**src/rtl/cipher_ctrl.sv**
```systemverilog
// Responder-side EN/Krdy/Drdy cipher controller: latches a key, then runs ROUNDS iterations over a data block.
// Optional build macro CIPHER_CTRL_STALL_EN: EN low during RUN freezes the round state.

module cipher_ctrl #(
    parameter int W      = 32,
    parameter int ROUNDS = 10
) (
    input  logic         CLK,
    input  logic         RSTn,
    input  logic         EN,
    input  logic         Krdy,
    input  logic [W-1:0] Kin,
    input  logic         Drdy,
    input  logic [W-1:0] Din,
    output logic [W-1:0] Dout,
    output logic         Kvld,
    output logic         Dvld,
    output logic         BSY
);

    // state | meaning
    // NOKEY | reset state, no key held
    // KEYED | key held, idle, ready for data
    // RUN   | rounds in progress
    typedef enum logic [1:0] {
        NOKEY = 2'd0,
        KEYED = 2'd1,
        RUN   = 2'd2
    } state_t;

    if (ROUNDS < 1 || ROUNDS > 255) begin : g_rounds_check
        $error("cipher_ctrl: ROUNDS must be in 1..255");
    end

    if (W < 8) begin : g_width_check
        $error("cipher_ctrl: W must be at least 8");
    end

    function automatic logic [W-1:0] rotl(input logic [W-1:0] x, input int n);
        // (W - n) % W keeps the right shift at 0 when n is 0, so no special case is needed
        return (x << n) | (x >> ((W - n) % W));
    endfunction

    state_t         state_q, state_d;
    logic [W-1:0]   key_q, key_d;
    logic [W-1:0]   s_q, s_d;
    logic [7:0]     r_q, r_d;
    logic [W-1:0]   dout_q, dout_d;
    logic           kvld_q, kvld_d;
    logic           dvld_q, dvld_d;

    logic           run_en;
    logic [W-1:0]   rk;
    logic [W-1:0]   s_round;
    logic           last_round;
    int             rot_amt;

`ifdef CIPHER_CTRL_STALL_EN
    assign run_en = EN;
`else
    assign run_en = 1'b1;
`endif

    always_comb begin
        rot_amt    = int'(r_q) % W;
        rk         = rotl(key_q, rot_amt) ^ W'(r_q);
        s_round    = rotl(s_q ^ rk, 5) + rk;
        last_round = (r_q == 8'(ROUNDS - 1));
    end

    always_comb begin
        state_d = state_q;
        key_d   = key_q;
        s_d     = s_q;
        r_d     = r_q;
        dout_d  = dout_q;
        kvld_d  = 1'b0;
        dvld_d  = 1'b0;

        case (state_q)
            NOKEY: begin
                if (EN && Krdy) begin
                    key_d   = Kin;
                    kvld_d  = 1'b1;
                    state_d = KEYED;
                end
            end
            KEYED: begin
                // Krdy wins over a simultaneous Drdy; the data block is dropped
                if (EN && Krdy) begin
                    key_d   = Kin;
                    kvld_d  = 1'b1;
                end else if (EN && Drdy) begin
                    s_d     = Din ^ key_q;
                    r_d     = 8'd0;
                    state_d = RUN;
                end
            end
            RUN: begin
                if (run_en) begin
                    s_d = s_round;
                    r_d = r_q + 8'd1;
                    if (last_round) begin
                        dout_d  = s_round;
                        dvld_d  = 1'b1;
                        state_d = KEYED;
                    end
                end
            end
            default: begin
                state_d = NOKEY;
            end
        endcase
    end

    always_ff @(posedge CLK or negedge RSTn) begin
        if (!RSTn) begin
            state_q <= NOKEY;
            key_q   <= '0;
            s_q     <= '0;
            r_q     <= '0;
            dout_q  <= '0;
            kvld_q  <= 1'b0;
            dvld_q  <= 1'b0;
        end else begin
            state_q <= state_d;
            key_q   <= key_d;
            s_q     <= s_d;
            r_q     <= r_d;
            dout_q  <= dout_d;
            kvld_q  <= kvld_d;
            dvld_q  <= dvld_d;
        end
    end

    assign Dout = dout_q;
    assign Kvld = kvld_q;
    assign Dvld = dvld_q;
    assign BSY  = (state_q == RUN);

endmodule

```
**config.mk**
```make
export PLATFORM = sky130hd
export DESIGN_NAME = cipher_ctrl
export DESIGN_NICKNAME = d
export VERILOG_FILES = /design/src/rtl/cipher_ctrl.sv
export SDC_FILE = /design/constraint.sdc
export NUM_CORES = 1
export LEC_CHECK = 0
export ABC_AREA = 1
export CAP_MARGIN = 20
export CELL_PAD_IN_SITES_DETAIL_PLACEMENT = 1
export CELL_PAD_IN_SITES_GLOBAL_PLACEMENT = 2
export CORE_MARGIN = 8
export CORE_UTILIZATION = 35
export DETAILED_ROUTE_END_ITERATION = 10
export PLACE_DENSITY_LB_ADDON = 0.1
export SLEW_MARGIN = 20
export SYNTH_ARGS = -nofsm -noshare
export SYNTH_HDL_FRONTEND = slang
export SYNTH_SLANG_ARGS = --single-unit
```
**constraint.sdc**
```tcl
create_clock -name CLK -period 12 [get_ports CLK]
set_input_delay 1.2 -clock CLK [delete_from_list [all_inputs] [get_ports CLK]]
set_output_delay 1.2 -clock CLK [all_outputs]
set_load 0.02 [all_outputs]
```
; Yosys cells after proc, flatten, opt, wreduce, memory -nomap -nowiden
; Cells that the tools add are included.
[totals]
out_inout_bits = 35
ff_bits = 108
[classes]
n_eq_ne = 7
muxes = 15
shift = 2
bitwise = 6
n_addsub = 3
n_reduce_logical = 10
[ops]
columns = op, count
row1 = 32-bit 2-to-1 mux, 2
row2 = 32-bit one-hot mux with 2 select lines, 1
row3 = 32-bit XOR, 2
row4 = 32-bit adder, 1
row5 = 32-bit bitwise OR, 1
row6 = 32-bit by 5-bit bitwise OR with 32-bit output, 1
row7 = 32-bit by 5-bit left shift with 32-bit output, 1
row8 = 32-bit by 32-bit >> shifter with 32-bit output, 1
row9 = 32-bit by 8-bit XOR with 32-bit output, 1
row10 = 8-bit 2-to-1 mux, 2
row11 = 8-bit one-hot mux with 2 select lines, 1
row12 = 8-bit by 1-bit adder with 8-bit output (second input constant), 1
row13 = 8-bit by 4-bit equality test with 1-bit output (second input constant), 1
row14 = 2-bit 2-to-1 mux, 4
row15 = 6-bit by 5-bit subtractor with 7-bit output (first input constant), 1
row16 = 2-bit != test (second input constant), 3
row17 = 2-bit one-hot mux with 3 select lines, 1
row18 = 5-bit OR reduction, 1
row19 = 1-bit 2-to-1 mux, 4
row20 = 2-bit AND reduction, 2
row21 = 4-bit AND reduction, 1
row22 = 3-bit AND reduction, 1
row23 = 2-bit by 1-bit equality test with 1-bit output (second input constant), 1
row24 = 2-bit equality test (second input constant), 1
row25 = other kinds (6), 7

; Longest topological paths before layout
; Gate-level depths: netlist (run 1).
[depth]
depth_word = 10
depth_mapped = 33
depth_no_buf = 29

; Worst setup path after synthesis (run 1)
; No wires, ideal clock.
[synth_path]
path_kind = reg2reg
start = register r_q[1]
end = register s_q[24]
required_time_ns = 11.877
arrival_time_ns = 3.859
synth_period_minus_slack_ns = 3.982
stages_incl_launch_ff = 30
path_buffers = 5
setup_slack_ns = 8.018
path_cell_list = dfrtp_1 -> buf_4 -> inv_4 -> buf_6 -> buf_4 -> ha_1 -> inv_1 -> buf_2 -> buf_2 -> nand3_1 -> nand3_1 -> nand3_1 -> nand3_1 -> nand3_1 -> xor2_1 -> ha_1 -> fa_1 -> nand3_1 -> nand3_1 -> nand4_1 -> nand2_1 -> a21o_1 -> nand2_1 -> nand2_1 -> nand2_1 -> nand2_1 -> nand2_1 -> nand2_1 -> o21ai_0 -> nand2_1
[synth_between]
elab_chain_cells = 10
[synth_lines]
columns = element, line
row1 = from (decl), 47  ; logic [7:0] r_q, r_d;
row2 = from (signal assigned), 129  ; r_q <= r_d;
row3 = 6-bit by 5-bit subtractor with 7-bit output, 41  ; return (x << n) | (x >> ((W - n) % W));
row4 = 5-bit OR reduction (no line), -
row5 = 1-bit AND (no line), -
row6 = 32-bit by 32-bit >> shifter with 32-bit output, 41
row7 = 32-bit bitwise OR, 41
row8 = 32-bit by 8-bit XOR with 32-bit output (*), 66  ; rk = rotl(key_q, rot_amt) ^ W'(r_q);
row9 = 32-bit XOR, 67  ; s_round = rotl(s_q ^ rk, 5) + rk;
row10 = 32-bit by 5-bit bitwise OR with 32-bit output, 41
row11 = 32-bit adder (*), 67
row12 = 32-bit one-hot mux with 2 select lines (*), 80  ; case (state_q)
row13 = to (signal assigned), 120  ; s_q <= '0;
row14 = to (signal assigned), 128  ; s_q <= s_d;
row15 = to (decl), 46  ; logic [W-1:0] s_q, s_d;
; Mark *: on every way between the ends. The rest lies on a longest branch, timed or not.
; A chain may end at the register's enable or synchronous reset.

; Worst setup path after layout (run 1)
[layout_path]
start = register r_q[0]
end = register s_q[24]
; Same word-level chain as after synthesis.

==> reports/results.ini, run 1 <==
[synth]
synth_cell_types=56
synth-edff-count=0
yosys.area.top_type=dfrtp_1
synthArstFlopShare_pct=100.0
synth_nets=1639
synth_cells=1535
synth_top_area_share_pct=26.59
netlist_top_cells_count=nand2_1, nand3_1, dfrtp_1, o21ai_0, nor2_1
synth_area_per_cell_um2=6.622
post-synth-top-count-cell=nand2_1
synth_ff_type=dfrtp_1
synth_seq_cells=108
yosysWarnings=0
yosys-top-cells-area=dfrtp_1, nand2_1, nand3_1
syn-cell-area_um2=10160
yosysSeqAreaShare_pct=26.59

[layout]
diodes=0
postLayoutCellArea_um2=11610
syn2layout_area_growth_pct=14.23
layout-drive-gt1-share_pct=5.986
nNetsFinal=1687
fin_util_pct=40.56

[critical_path]
critPathArrivalTime_ns=6.42
cp-end-kind=flip-flop
crit_buf_inv=3
worstSetupStartpoint=r_q[0]
slowest_stage=ha_1
crit_fanout=35
cp-start-kind=flip-flop
r2r-start=r_q[0]
crit_path_frequent_cell=nand2_1
max_stage_delay_ns=0.92
worstSetupPathType=reg -> reg
crit_family=adder cells
crit_required_ns=12.25

[sta]
fin_skew_ns=0.01614
hold_viol_final=0
setup_violations=0
slew_violations=0
max_freq_mhz=162.2
grt_setup_unrepaired=no
fin_tns_setup_ns=0
max_slew_margin_pct=30.93
period_share_pct=51.38
timing.final.crit_period_ns=6.165
worst_slew_pin_slew_ns=1.036

[routing]
finalWirelength_mm=47.62
vias_per_cell=5.623
antenna_left=0
vias=11082
wl_per_cell_um=24.16
drc=0
firstDrtPassIters=5
drt-initial-drc-count=912

[global_route]
grt_pass1_wl_mm=72.30
grt_util_met3_pct=5.183
top_usage_layer=met2
first_global_vias=11154
grt_overflow=0
track_usage_pct=27.01
grt_max_degree=64
grt_use_met1_pct=37.22
antenna_found_initial=1
grtUsageMet2_pct=42.01

[run]
drv_cap=0

[clocking]
cts_hold_buf=0
clockBufferDepth=2
cts_resized=0
cts_root_buffer=clkbuf_16
cts.htree.levels=3
post_cts_buffers=0
clock_latency_ns=0.38
cts_made_buffers=9
cts_tree=done
path_clk_slew_ns=0.08
cts.sinks=108

[die]
dieHeight_um=186.4
die-area_um2=34750
num_rows=62
start_util_pct=35.51
io_pins=104
die_w_um=186.4
core-area_um2=28630

[placed_design]
io_buffers=103
dp_hpwl_mm=37.66
dpl_cell_area_um2=11330
gp_congestion=0.9576

[outcome]
outcome=complete, no violations

[hold_path]
min-delay-path-class=reg -> reg
min_from=Dout[28]

[placed cells by master, fill, tap and decap left out, types with 3 or more instances in the layout]
cell,netlist,layout
nand2_1,541,541
nand3_1,171,171
dfrtp_1,108,108
o21ai_0,107,107
clkdlybuf4s50_1,0,102
nor2_1,80,80
inv_1,66,66
xor2_1,58,58
a21oi_1,51,51
ha_1,34,34
o211ai_1,32,32
o21ai_1,26,26
xnor2_1,24,24
a31oi_1,17,17
buf_4,9,16
nand2_2,15,15
nor3_1,12,12
nand4_1,12,12
inv_2,10,10
and2_1,9,9
clkbuf_16,0,9
o211ai_2,8,8
a21o_1,8,8
nor2_2,6,6
nand3_2,5,5
o21a_1,5,5
o21bai_1,5,5
o21ai_2,4,4
xnor3_1,4,4
o221ai_2,3,3
mux2i_1,3,3
nor4_1,3,3
[cell families (layout without fill, tap and decap cells)]
group | after synthesis | count (layout) | share of synthesized area (%)
xor+xnor | 89 | 89 | 8.543
buf+inv | 160 | 212 | 7.459
simple gates | 860 | 860 | 35.75
fa+ha+maj | 35 | 35 | 4.382
mux | 6 | 6 | 0.7385
flops | 108 | 108 | 26.59
compound gates | 277 | 277 | 16.54
[metrics by stage]
stage | std cells | setup slack, ns | hold WS [ns]
after CTS | 1971 | 5.948 | 0.4886
after global placement | 1956 | 6.111 | 0.4611
final | 1971 | 5.835 | 0.4796
after global routing | 1971 | 5.391 | 0.4980
after floorplan | 1535 | 8.018 | 0.4683
after detailed placement | 1956 | 5.972 | 0.4698
[registers in the layout (all words and copies together), names as in the netlist]
signal	count
r_q	8
Dvld	1
state_q	2
s_q	32
Kvld	1
Dout	32
key_q	32
[metal layers]
metal / wire, um / vias to the layer above / share of wire [%]
met1: 21910 / 5424 / 46
met3: 3446 / 59 / 7.2
met2: 20920 / 395 / 44
met5: 0 / - / 0
met4: 1341 / 0 / 2.8
li1: - / 5204 / -
[area by class of cell]
class	count	area [um^2]
fill	3755	17010
tap	384	480.5
clock buffer	9	225.2
sequential	108	2703
inverter	79	301.5
clock inverter	6	56.30
timing repair buffer	118	1141
multi-input combinational	1267	6704
[worst paths after layout]
check | endpoint | slack, ns | cells past startpoint
max reg2reg | s_q[24] | 5.83 | 25
min in group asynchronous | r_q[1] | 0.88 | 1
min | Dout[28] | 0.48 | 1
max in group asynchronous | Dout[28] | 9.78 | 2
max | s_q[24] | 5.83 | 25
min reg2reg | Dout[28] | 0.48 | 1
Power of run 1 is not shown: default switching activity piles up to over one toggle a cycle in this logic, so the estimate is an artifact.
==> run 2: changes to the inputs <==
--- a/config.mk
+++ b/config.mk
@@ -10,7 +10,7 @@
 export CELL_PAD_IN_SITES_DETAIL_PLACEMENT = 1
 export CELL_PAD_IN_SITES_GLOBAL_PLACEMENT = 2
 export CORE_MARGIN = 8
-export CORE_UTILIZATION = 35
+export CORE_UTILIZATION = 29
 export DETAILED_ROUTE_END_ITERATION = 10
 export PLACE_DENSITY_LB_ADDON = 0.1
 export SLEW_MARGIN = 20
==> constraint.sdc (replaced) <==
create_clock -name CLK -period 5.55 [get_ports CLK]
set_input_delay 0.555 -clock CLK [delete_from_list [all_inputs] [get_ports CLK]]
set_output_delay 0.555 -clock CLK [all_outputs]
set_load 0.02 [all_outputs]
==> run 2 against run 1 <==
  * Final area is 2.0% higher
  * Sequential share of layout area is 0.46 points lower
  * Clock-buffer cell count stayed put
  * Maximum frequency is 22% higher
  * Core utilization is 6.3 points lower
  * Clock skew is 0.00088 ns lower
  * Critical endpoint is now s_q[22]
  * Largest cell class unchanged
==> reports/results.ini, run 2 (synthesis results as in run 1) <==
[sta]
period_share_pct=90.99
hold_viol_final=0
max_slew_margin_pct=34.82
setup_violations=0
max_freq_mhz=198.0
fin_skew_ns=0.01526
timing.final.crit_period_ns=5.050
grt_setup_unrepaired=no
worst_slew_pin_slew_ns=0.9717
slew_violations=0
fin_tns_setup_ns=0

[clocking]
post_cts_buffers=0
cts.sinks=108
cts_root_buffer=clkbuf_16
path_clk_slew_ns=0.09
clock_latency_ns=0.39
cts_resized=0
cts.htree.levels=3
clockBufferDepth=2
cts_made_buffers=9
cts_hold_buf=0
cts_tree=done

[placed_design]
dp_hpwl_mm=41.02
gp_congestion=0.9397
io_buffers=103

[layout]
layout_common_cells=nand2_1, nand3_1, dfrtp_1
final_common_cell=nand2_1
syn2layout_area_growth_pct=16.53
diodes=0
layout-drive-gt1-share_pct=6.808
nNetsFinal=1700
fillerInstances=4427

[critical_path]
cp-end-kind=flip-flop
worstSetupPathType=reg -> reg
crit_required_ns=5.82
cp-start-kind=flip-flop
crit_fanout=22
critPathArrivalTime_ns=5.32

[die]
core-area_um2=34540
io_pins=104
die-area_um2=41300
start_util_pct=29.43
num_rows=68
die_w_um=203.2
dieHeight_um=203.2

[global_route]
track_usage_pct=24.25
first_global_vias=11100
antenna_found_initial=2
grt_overflow=0
grt_pass1_wl_mm=74.93
grt_max_degree=62

[routing]
drt-initial-drc-count=895
drc=0
firstDrtPassIters=5
antenna_left=0
wl_per_cell_um=24.52
vias=10973
vias_per_cell=5.337
finalWirelength_mm=50.42

[hold_path]
min-delay-path-class=in -> async

[run]
drv_cap=0

[outcome]
outcome=complete, no violations

## run 2: layout make-up
type | count | area [um^2] | area share (%)
inverter | 79 | 301.5 | 2.546
multi-input combinational | 1267 | 6709 | 56.64
sequential | 108 | 2703 | 22.82
clock inverter | 7 | 86.33 | 0.7288
timing repair buffer | 131 | 1251 | 10.56
tap | 455 | 569.3 | 4.806
clock buffer | 9 | 225.2 | 1.901
## run 2: critical path, cell delays in order (launching register included)
cell	delay, ns
dfrtp_1	0.40
inv_4	0.04
ha_1	0.22
xnor2_2	0.63
buf_4	0.38
o21ai_0	0.15
nand2_1	0.18
nor2_1	0.08
nand2_1	0.09
nand3_1	0.26
xor2_1	0.24
ha_1	0.23
fa_1	0.42
nand3_1	0.11
nand3_1	0.14
nand3_1	0.11
nand2_1	0.12
nand4_1	0.11
nand2_1	0.18
a21oi_1	0.25
xor2_1	0.32
nand2_1	0.09
o211ai_1	0.10
nand2_1	0.06
## run 2: final timing paths
path / start / to / slack (ns) / cells after the start
max: r_q[1] / s_q[22] / 0.50 / 23
min reg2reg: Dout[1] / Dout[1] / 0.48 / 2
max reg2reg: r_q[1] / s_q[22] / 0.50 / 23
min: RSTn / Dout[3] / 0.23 / 1
min in group CLK: Dout[1] / Dout[1] / 0.48 / 2
max in group asynchronous: RSTn / r_q[4] / 3.96 / 2
## run 2: per-stage QoR
step | setup WS [ns] | hold slack (ns) | area (um^2) | util [%] | cells
floorplan | 1.568 | 0.2594 | 10160 | - | 1535
global route | 0.2265 | 0.2795 | 11850 | 34.29 | 2056
finish | 0.5001 | 0.2304 | 11850 | 34.29 | 2056
global placement | 0.6167 | 0.4597 | 11530 | 33.39 | 2040
detailed placement | 0.5758 | 0.4641 | 11530 | 33.39 | 2040
CTS | 0.5548 | 0.2618 | 11850 | 34.29 | 2056
## run 2: routing by layer
layer  global-route usage (%)  vias to the layer above  wire, um
met2                    36.74                      350     21840
met5                        0                        -         9
met3                    4.395                       59      2829
met1                    34.23                     5325     24150
li1                         -                     5237         -
met4                    8.003                        2      1589
Power of run 2 is left out for the same reason.
==> run 3: changes to the inputs <==
--- a/config.mk
+++ b/config.mk
@@ -12,6 +12,7 @@
 export CORE_MARGIN = 8
 export CORE_UTILIZATION = 29
 export DETAILED_ROUTE_END_ITERATION = 10
+export GPL_ROUTABILITY_DRIVEN = 0
 export PLACE_DENSITY_LB_ADDON = 0.1
 export SLEW_MARGIN = 20
 export SYNTH_ARGS = -nofsm -noshare
==> run 3 against run 2 <==
  * Die area did not move
  * Critical path depth fell by 1
  * Critical endpoint is now s_q[30]
  * Flip-flop and latch count did not move
==> reports/results.ini, run 3 (synthesis results as in run 1) <==
[layout]
nNetsFinal=1703
final_common_cell=nand2_1
syn2layout_area_growth_pct=16.38
diodes=0
multi_input_area_um2=6709
layout-drive-gt1-share_pct=6.925
fillerInstances=4439
fin_util_pct=34.25
postLayoutCellArea_um2=11830
register_area_um2=2703
layout_common_cells=nand2_1, nand3_1, dfrtp_1

[hold_path]
min-delay-path-class=in -> async

[die]
num_rows=68
io_pins=104
core-area_um2=34540
die-area_um2=41300
die_w_um=203.2
start_util_pct=29.43
dieHeight_um=203.2

[sta]
hold_viol_final=0
worst_slew_pin_slew_ns=0.9614
period_share_pct=90.64
max_slew_margin_pct=35.51
setup_violations=0
whs_ns=0.2232
slew_violations=0
timing.final.crit_period_ns=5.031
fin_skew_ns=0.01799
grt_setup_unrepaired=no
fin_tns_setup_ns=0
max_freq_mhz=198.8

[placed_design]
dp_hpwl_mm=40.24
io_buffers=103
dpl_cell_area_um2=11540

[routing]
vias=10813
drt-initial-drc-count=802
vias_per_cell=5.254
antenna_left=0
finalWirelength_mm=49.17
wl_per_cell_um=23.89
drc=0
firstDrtPassIters=6

[clocking]
cts_root_buffer=clkbuf_16
cts_tree=done
path_clk_slew_ns=0.09
clock_latency_ns=0.40
cts_resized=0
cts_made_buffers=9
cts.htree.levels=3
cts_hold_buf=0
clockBufferDepth=2
cts.sinks=108
post_cts_buffers=0

[global_route]
grt_overflow=0
grt_max_degree=61
first_global_vias=10983
grt_pass1_wl_mm=72.92
antenna_found_initial=0
track_usage_pct=23.67

[critical_path]
crit_required_ns=5.82
critPathArrivalTime_ns=5.31
max_stage_delay_ns=0.52
crit_fanout=19
cp-start-kind=flip-flop
crit_family=simple AND/OR/NAND/NOR gates
crit_buf_inv=3
cp-end-kind=flip-flop
worstSetupPathType=reg -> reg
slowest_stage=xor2_2
path_cells=inv_2, nand3_2, xor2_2, inv_2, buf_4, nor2_1, nand2_1, nand3_1, xor2_1, ha_1, fa_1, nand3_1, nand3_1, nand3_1, nand2_1, nand4_1, nand2_1, nand4_1, nand3_1, nand2_1, o21ai_0, nand2_1

[outcome]
outcome=complete, no violations

[run]
drv_cap=0

[run 3: path summary, 6_finish.rpt]
check / from / cells past startpoint / to / slack [ns]
setup / recovery: r_q[0] / 22 / s_q[30] / 0.52
hold / removal: RSTn / 1 / s_q[4] / 0.22
setup reg to reg: r_q[0] / 22 / s_q[30] / 0.52
hold reg to reg: Dout[31] / 2 / Dout[31] / 0.48
max in group asynchronous: RSTn / 2 / s_q[15] / 3.94
min in group CLK: Dout[31] / 2 / Dout[31] / 0.48
[run 3: cell type report]
class / count / share of cell area, %
Clock buffer: 9 / 1.904
Timing Repair Buffer: 134 / 10.66
Sequential cell: 108 / 22.85
Multi-Input combinational cell: 1267 / 56.71
Inverter: 79 / 2.549
Tap cell: 455 / 4.812
Clock inverter: 6 / 0.5182
[run 3: per-stage QoR]
stage	setup slack, ns	instances
after global routing	0.1748	2058
after global placement	0.5741	2043
after CTS	0.4958	2058
after detailed placement	0.5076	2043
after floorplan	1.568	1535
final	0.5194	2058
[run 3: per-layer routing]
layer,vias to the layer above,global-route usage (%),part of all wire [%]
li1,5233,-,-
met1,5217,32.80,47
met2,307,35.97,43
met3,56,4.967,6.2
met4,0,8.236,3.4
met5,-,0,0
Power of run 3 is left out for the same reason.
